<file path="config.mk">
export PLATFORM = sky130hd
export DESIGN_NAME = ppu_sprite_render
export DESIGN_NICKNAME = d
export VERILOG_FILES = /design/src/rtl/ppu_sprite_render.sv
export SDC_FILE = /design/constraint.sdc
export NUM_CORES = 1
export LEC_CHECK = 0
export CORE_MARGIN = 4
export CORE_UTILIZATION = 60
export DETAILED_ROUTE_END_ITERATION = 6
export MAX_ROUTING_LAYER = met4
export PLACE_DENSITY = 0.8
export SLEW_MARGIN = 40
export SYNTH_ARGS = -nofsm -noshare
export SYNTH_HDL_FRONTEND = slang
export SYNTH_SLANG_ARGS = --single-unit
</file>
<file path="constraint.sdc">
create_clock -name clk -period 6.2 [get_ports clk]
set_input_delay 0.93 -clock clk [delete_from_list [all_inputs] [get_ports clk]]
set_output_delay 0.93 -clock clk [all_outputs]
set_load 0.005 [all_outputs]
</file>
<file path="src/rtl/ppu_sprite_render.sv">
// Sprite fetch and render stage: loads eight sprite slots from secondary OAM and pattern
// memory during dots 257-320 and shifts out the winning sprite pixel during dots 1-256.
module ppu_sprite_render #(
    parameter int unsigned NUM_SLOTS = 8
) (
    input  logic        clk,
    input  logic        rst,
    input  logic [8:0]  x_i,
    input  logic [8:0]  y_i,
    input  logic        spr_enable_i,
    input  logic        spr_left_en_i,
    input  logic        spr_size_16_i,
    input  logic        spr_pt_i,
    input  logic        slot_0_is_spr_0_i,
    output logic [4:0]  sec_oam_addr_o,
    input  logic [7:0]  sec_oam_data_i,
    output logic [13:0] vram_addr_o,
    output logic        vram_rd_o,
    input  logic [7:0]  vram_data_i,
    output logic [3:0]  spr_pixel_o,
    output logic        spr_priority_o,
    output logic        spr_is_spr0_o
);

    logic [7:0] pat_lo_q [NUM_SLOTS];
    logic [7:0] pat_hi_q [NUM_SLOTS];
    logic [7:0] x_cnt_q  [NUM_SLOTS];
    logic       pri_q    [NUM_SLOTS];
    logic [1:0] pal_q    [NUM_SLOTS];
    logic       spr0_q;

    logic [7:0] lat_y_q, lat_tile_q, lat_x_q, lat_lo_q;
    logic       lat_vflip_q, lat_hflip_q, lat_pri_q;
    logic [1:0] lat_pal_q;

    logic [5:0]  fx;
    logic [2:0]  slot_idx, k;
    logic        in_fetch, in_render, show;
    logic [3:0]  row;
    logic [12:0] pat_addr;

    // 257 = 256 + 1, so the low six bits minus one give the window offset directly
    assign fx        = x_i[5:0] - 6'd1;
    assign slot_idx  = fx[5:3];
    assign k         = fx[2:0];
    assign in_fetch  = spr_enable_i && (y_i < 9'd240) && (x_i >= 9'd257) && (x_i <= 9'd320);
    assign in_render = spr_enable_i && (x_i >= 9'd1) && (x_i <= 9'd256);

    assign row      = (y_i[3:0] - lat_y_q[3:0]) ^ {4{lat_vflip_q}};
    assign pat_addr = spr_size_16_i ?
                      {lat_tile_q[0], lat_tile_q[7:1], row[3], k[1], row[2:0]} :
                      {spr_pt_i, lat_tile_q, k[1], row[2:0]};

    function automatic logic [7:0] rev8(input logic [7:0] v);
        logic [7:0] r;
        for (int i = 0; i < 8; i++) begin
            r[i] = v[7-i];
        end
        return r;
    endfunction

    always_comb begin
        sec_oam_addr_o = '0;
        vram_addr_o    = '0;
        vram_rd_o      = 1'b0;
        if (!rst && in_fetch) begin
            if (!k[2]) begin
                sec_oam_addr_o = {slot_idx, k[1:0]};
            end else begin
                vram_addr_o = {1'b0, pat_addr};
                vram_rd_o   = ~k[0];
            end
        end
    end

    logic [3:0] win_pix;
    logic       win_pri, win_s0, found;

    // Lowest-index opaque slot wins
    always_comb begin
        win_pix = '0;
        win_pri = 1'b0;
        win_s0  = 1'b0;
        found   = 1'b0;
        for (int s = 0; s < NUM_SLOTS; s++) begin
            if (!found && x_cnt_q[s] == 8'd0 && (pat_hi_q[s][7] | pat_lo_q[s][7])) begin
                found   = 1'b1;
                win_pix = {pal_q[s], pat_hi_q[s][7], pat_lo_q[s][7]};
                win_pri = pri_q[s];
                win_s0  = (s == 0) && spr0_q;
            end
        end
    end

    assign show           = !rst && in_render && !((x_i <= 9'd8) && !spr_left_en_i);
    assign spr_pixel_o    = show ? win_pix : 4'd0;
    assign spr_priority_o = show && win_pri;
    assign spr_is_spr0_o  = show && win_s0;

    always_ff @(posedge clk) begin
        if (rst) begin
            for (int s = 0; s < NUM_SLOTS; s++) begin
                pat_lo_q[s] <= '0;
                pat_hi_q[s] <= '0;
                x_cnt_q[s]  <= '0;
                pri_q[s]    <= 1'b0;
                pal_q[s]    <= '0;
            end
            spr0_q      <= 1'b0;
            lat_y_q     <= '0;
            lat_tile_q  <= '0;
            lat_x_q     <= '0;
            lat_lo_q    <= '0;
            lat_vflip_q <= 1'b0;
            lat_hflip_q <= 1'b0;
            lat_pri_q   <= 1'b0;
            lat_pal_q   <= '0;
        end else if (spr_enable_i) begin
            if (in_fetch) begin
                if (x_i == 9'd257) spr0_q <= slot_0_is_spr_0_i;
                case (k)
                    3'd0: lat_y_q    <= sec_oam_data_i;
                    3'd1: lat_tile_q <= sec_oam_data_i;
                    3'd2: begin
                        lat_vflip_q <= sec_oam_data_i[7];
                        lat_hflip_q <= sec_oam_data_i[6];
                        lat_pri_q   <= sec_oam_data_i[5];
                        lat_pal_q   <= sec_oam_data_i[1:0];
                    end
                    3'd3: lat_x_q  <= sec_oam_data_i;
                    3'd5: lat_lo_q <= vram_data_i;
                    3'd7: begin
                        if (lat_y_q == 8'hFF) begin
                            pat_lo_q[slot_idx] <= '0;
                            pat_hi_q[slot_idx] <= '0;
                        end else begin
                            pat_lo_q[slot_idx] <= lat_hflip_q ? rev8(lat_lo_q) : lat_lo_q;
                            pat_hi_q[slot_idx] <= lat_hflip_q ? rev8(vram_data_i) : vram_data_i;
                        end
                        x_cnt_q[slot_idx] <= lat_x_q;
                        pri_q[slot_idx]   <= lat_pri_q;
                        pal_q[slot_idx]   <= lat_pal_q;
                    end
                    default: ;
                endcase
            end else if (x_i == 9'd257 && y_i >= 9'd240) begin
                // Nothing is fetched on these lines, so line 0 must start empty
                for (int s = 0; s < NUM_SLOTS; s++) begin
                    pat_lo_q[s] <= '0;
                    pat_hi_q[s] <= '0;
                end
                spr0_q <= 1'b0;
            end
            if (in_render) begin
                for (int s = 0; s < NUM_SLOTS; s++) begin
                    if (x_cnt_q[s] != 8'd0) begin
                        x_cnt_q[s] <= x_cnt_q[s] - 8'd1;
                    end else begin
                        pat_lo_q[s] <= {pat_lo_q[s][6:0], 1'b0};
                        pat_hi_q[s] <= {pat_hi_q[s][6:0], 1'b0};
                    end
                end
            end
        end
    end

endmodule

</file>
-- Word-level counts from Yosys, hierarchy flattened
Memory sizes are Yosys's and may differ from the RTL's.
Index checks and enable logic that the tools add are counted.
- flip-flop bits (word level): 38
- latch bits: 0
- memory bits (writable): 216
- ROM bits: 0
- bits of input ports: 41
- output and inout port bits: 26
- logic and storage cells: 362
- memories kept: 5
- add/subtract/negate cells: 10
- multipliers: 0
- div/mod/pow operators: 0
- order comparisons: 7
- eq/ne operators: 8
- shift-type cells: 0
- mux-type cells: 205
- bitwise gates (word level): 52
- reduce and logical (&&, ||, !) cells: 66
- memory list (name ; words ; bits a word ; read ports ; clocked after Yosys merged registers in ; write ports ; line ; source):
    pat_hi_q ; 8 ; 8 ; 8 ; 0 ; 8 ; 26 ; logic [7:0] pat_hi_q [NUM_SLOTS];
    pat_lo_q ; 8 ; 8 ; 8 ; 0 ; 8 ; 25 ; logic [7:0] pat_lo_q [NUM_SLOTS];
    x_cnt_q ; 8 ; 8 ; 8 ; 0 ; 8 ; 27 ; logic [7:0] x_cnt_q [NUM_SLOTS];
    pal_q ; 8 ; 2 ; 8 ; 0 ; 8 ; 29 ; logic [1:0] pal_q [NUM_SLOTS];
    pri_q ; 8 ; 1 ; 8 ; 0 ; 8 ; 28 ; logic pri_q [NUM_SLOTS];
- operators by type and width (operator ; count):
    2-to-1 mux 8 bit ; 47
    2-to-1 mux 1 bit ; 138
    zero test 8 bit ; 8
    nonzero test 8 bit ; 8
    subtractor 8 x 1 -> 8 bit (second input constant) ; 8
    bitwise OR 1 bit ; 50
    2-to-1 mux 4 bit ; 9
    logical AND 1 bit ; 27
    2-to-1 mux 13 bit ; 2
    OR reduction 8 bit ; 3
    <= comparator 9 bit (second input constant) ; 2
    AND reduction 3 bit ; 6
    2-to-1 mux 3 bit ; 5
    2-to-1 mux 14 bit ; 1
    zero test 1 bit ; 10
    2-to-1 mux 5 bit ; 2
    == test 9 bit (second input constant) ; 1
    >= comparator 9 x 1 -> 1 bit (second input constant) ; 1
    >= comparator 9 x 8 -> 1 bit (second input constant) ; 1
    >= comparator 9 bit (second input constant) ; 1
    <= comparator 9 x 4 -> 1 bit (second input constant) ; 1
    < comparator 9 x 8 -> 1 bit (second input constant) ; 1
    == test 8 bit (second input constant) ; 1
    == test 3 x 2 -> 1 bit (second input constant) ; 2
    other kinds (12) ; 13

-- Logic depth before layout (Yosys ltp)
An unclocked memory read counts as a cell.
- word-level depth: 33
- depth in mapped cells: 11
- mapped depth without buffers: 8

-- Worst setup path before layout
No wires, ideal clock.
- kind: input -> output
- start point: input x_i[2]
- end point: output spr_pixel_o[3]
- data arrival time: 2.764 ns
- required time: 5.270 ns
- slack: 2.506 ns
- stages: 8
- buffers on the path: 2
- cell sequence: buf_6 or4_4 or4_4 and4_1 buf_6 o31ai_1 o21bai_1 a211oi_1
- longest elaborated chain between the ends: 6
- elaborated cells on any way between the ends: 10
- those cells by class: order compare: 3; mux: 1; reduce/logical: 6
- RTL lines (what ; line ; source):
    start: declaration ; 8 ; input logic [8:0] x_i,
    >= comparator 9 x 1 -> 1 bit ; 47 ; assign in_render = spr_enable_i && (x_i >= 9'd1) && (x_i <= 9'd256);
    logical AND 1 bit (2 in series) ; 47 ;
    logical AND 1 bit ; 95 ; assign show = !rst && in_render && !((x_i <= 9'd8) && !spr_left_en_i);
    logical AND 1 bit (*) ; 95 ;
    2-to-1 mux 4 bit (*) ; 96 ; assign spr_pixel_o = show ? win_pix : 4'd0;
    end: declaration ; 20 ; output logic [3:0] spr_pixel_o,
Mark *: on every way between the ends. The rest lies on a longest branch, timed or not.

-- Worst setup path in the final report
- start point: input x_i[0]
- end point: output spr_pixel_o[3]
Same word-level chain as after synthesis.

==> metrics <==
setup_tns=0 ns; Crit path required time=5.27 ns; status=complete, no violations; Clock Root Buffer=clkbuf_16; clock-pin slew on the worst setup and hold paths=0.06 ns; Worst path slowest cell=or4_4; worst r2r src=x_cnt_q[2][0]; CTS buffer count=27; post-route ant nets=0; hold_sp=lat_tile_q[4]; top-count cell post-synth=edfxtp_1; Worst setup EP type=output port; vias per std cell=6.52; core area=between 20000 and 25000 µm²; EDFF count, synth=216; final setup vio count=0; met2 usage=between 40% and 50%; Unique masters post-synth=70; Fin. Hold Viols=0; worst slew pin tran=roughly 0.86 ns; leak pwr=roughly 5.2 nW; Setup Fix Bufs, Post-CTS=0; Post-Route WL=~33 mm; Critical Path, Cell by Cell=clkdlybuf4s50_1 -> or4_4 -> o21ai_0 -> and4_1 -> o31ai_2 -> o21bai_1 -> a211oi_1 -> clkdlybuf4s50_1; Remaining Overflow, GRT=0; CTS Sinks=254; flop2flop setup slack=3.42 ns; Seq/Total Area, Yosys=55.1%; cells after synthesis=~1100; Yosys top cell by area=edfxtp_1; post-synthesis instance area=between 10000 and 15000 µm²; TritonRoute pass-1 iters=6; htree depth=1; Max stage delay on crit path=0.61 ns; Area Overhead vs Synth=13.8%; syn avg cell area=12.0 µm²; max-cap violations=0; first-pass GRT wire length=51.4 mm; Post-DP HPWL=22.4 mm; critical path arrival=4.28 ns; via count=around 9400; Final Instance Area=15000 µm²; DP Area=between 10000 and 15000 µm²; top cells by count, synth=edfxtp_1, nor2_1, a22o_1, nand2_1, mux2i_1; PD cells=about 260 nW/µm²; Logic pwr share=8.0%; Crit Path Category=primary input to output port; hold buffers post-CTS=0; vias in the first global route=between 9000 and 10000; largest net degree at the start of global routing=62; async set-reset flop share out of synthesis=0%; Min-Delay Path Depth=2; Ports=67; Period minus WS final=5.21 ns; DR WL/cell=about 23 µm; Slew headroom=42.0%; Slew Viols, Final=0; proportion of netlist area held by the largest area contributor=about half; number of cells on the worst reg-to-reg path=8; CP most frequent cell=clkdlybuf4s50_1; Main synth FF type=edfxtp_1; VDD IR-drop max=0.000253 V; RePlAce Congestion=0.963; Worst-Skew Late Latency=between 0.5 and 0.6 ns; M1 GR Usage=37.4%; routing usage on met3=4.44%; synth warn=0; ant diodes=0; CTS resizes=0; CTS tree=done; Worst R2R End=pat_hi_q[2][4]; Final period util=84.0%; Clock Path Buffers=3; die width=156 µm; Synthesized Nets=between 1000 and 1500; IO Port Bufs=65; share of cells above drive strength 1=10.3%; all-layer global routing usage=27.6%; nets=1210; Int Pwr=3.02 mW; synth top area cells=edfxtp_1, a22o_1, dfxtp_1; DR iter-0 viols=1048; Synth Register Bits=254; initial antenna violation count=0; HP Class=register to register; Cell Rows=53; die span in y=around 160 µm; Sw Ratio=between 20 and 25%; DRC viols=0; Sequential Power Share=50.7%; fmax=192 MHz; worst-path fanout max=8; clock share of power=41.2%; Startpoint Class=primary input; Hold Path End=lat_tile_q[4]; clk_skew=0.0101 ns; Psw=904 µW; RSZ-0062 raised after global routing=no; Initial Utilization=between 60% and 70%; die area=24400 µm²; GRT Max-Usage Layer=met2
per-stage QoR:
step / setup WS [ns] / util, % / total power [mW] / cells / hold WS [ns]
6_report: 0.992 / 70.3 / 3.92 / 1441 / 0.491
5_1_grt: 0.853 / 70.3 / 4.04 / 1441 / 0.514
4_1_cts: 0.899 / 70.0 / 3.93 / 1436 / 0.496
3_5_place_dp: 0.896 / 65.9 / 2.33 / 1388 / 0.480
3_3_place_gp: 1.01 / 65.6 / 2.32 / 1387 / 0.466
2_1_floorplan: 2.51 / - / 2.22 / 1098 / 0.452
cell usage in the layout, fill, tap and decap left out, drive strengths merged, types with 5 or more instances in the layout:
master	netlist	routed
nand2	58	58
nand4	10	10
buf	38	20
o2bb2ai	49	49
nand3	40	40
mux2i	54	54
or4	5	5
and3	10	10
nand3b	7	7
mux2	16	16
nor4b	14	14
ha	21	21
clkbuf	28	34
or3	9	9
and2	27	27
o211ai	9	9
clkinv	1	11
xnor2	32	32
o21ai	9	9
nor3	25	25
clkdlybuf4s50	0	64
a22o	98	98
nor2	121	121
a21oi	8	8
inv	36	36
nand2b	6	6
o31ai	17	17
xor2	25	25
dfxtp	38	38
edfxtp	216	216
nor4	21	21
state kept, by name, indices dropped and copies added (netlist names), 16 cells and up:
| register | cells |
|---|---|
| x_cnt_q | 64 |
| pat_hi_q | 64 |
| pat_lo_q | 64 |
| pal_q | 16 |
cell families after synthesis:
kind of cell               synth area share [%]
AOI/OAI and AO/OA                          14.0
other                                    0.0285
and+or+nand+nor                            16.0
xor gates and xnor gates                   3.79
DFF                                        55.1
buffers and inverters                      3.45
muxes                                      5.48
adders and majority gates                  2.15
worst max path at each step:
| stage | startpoint | to | slack (ns) | cells after the start |
|---|---|---|---|---|
| finish | x_i[0] | spr_pixel_o[3] | 0.99 | 8 |
| global route | x_i[0] | spr_pixel_o[3] | 0.85 | 8 |
| CTS | x_i[0] | spr_pixel_o[3] | 0.90 | 8 |
| detailed placement | x_i[0] | spr_pixel_o[3] | 0.90 | 8 |
| global placement | x_i[0] | spr_pixel_o[3] | 1.01 | 8 |
| floorplan | x_i[2] | spr_pixel_o[3] | 2.51 | 8 |
final cells by class:
class / count / area (µm²)
Clock buffer: 32 / 694
Clock inverter: 16 / 181
Fill cell: 1455 / 6320
Inverter: 37 / 139
Multi-Input combinational cell: 741 / 5560
Sequential cell: 254 / 7250
Tap cell: 275 / 344
Timing Repair Buffer: 86 / 802
critical path, delay by kind of cell:
kind	cells	cell delay (ns)
buffers and inverters	2	1.15
and+or+nand+nor	2	1.15
AOI/OAI and AO/OA	4	1.06
routing by layer:
layer / vias up / share of wire (%)
li1: 4285 / -
met1: 4546 / 41
met2: 488 / 48
met3: 79 / 8.6
met4: 0 / 2.6
met5: - / 0
power groups by stage:
stage / Clock, mW / Combinational [mW] / Sequential (mW)
2_1_floorplan: 0 / 0.213 / 2.01
3_3_place_gp: 0 / 0.299 / 2.02
3_5_place_dp: 0 / 0.307 / 2.02
4_1_cts: 1.63 / 0.310 / 1.99
5_1_grt: 1.70 / 0.347 / 2.00
6_report: 1.62 / 0.316 / 1.99
No activity file was read; power rests on OpenSTA's default activity.
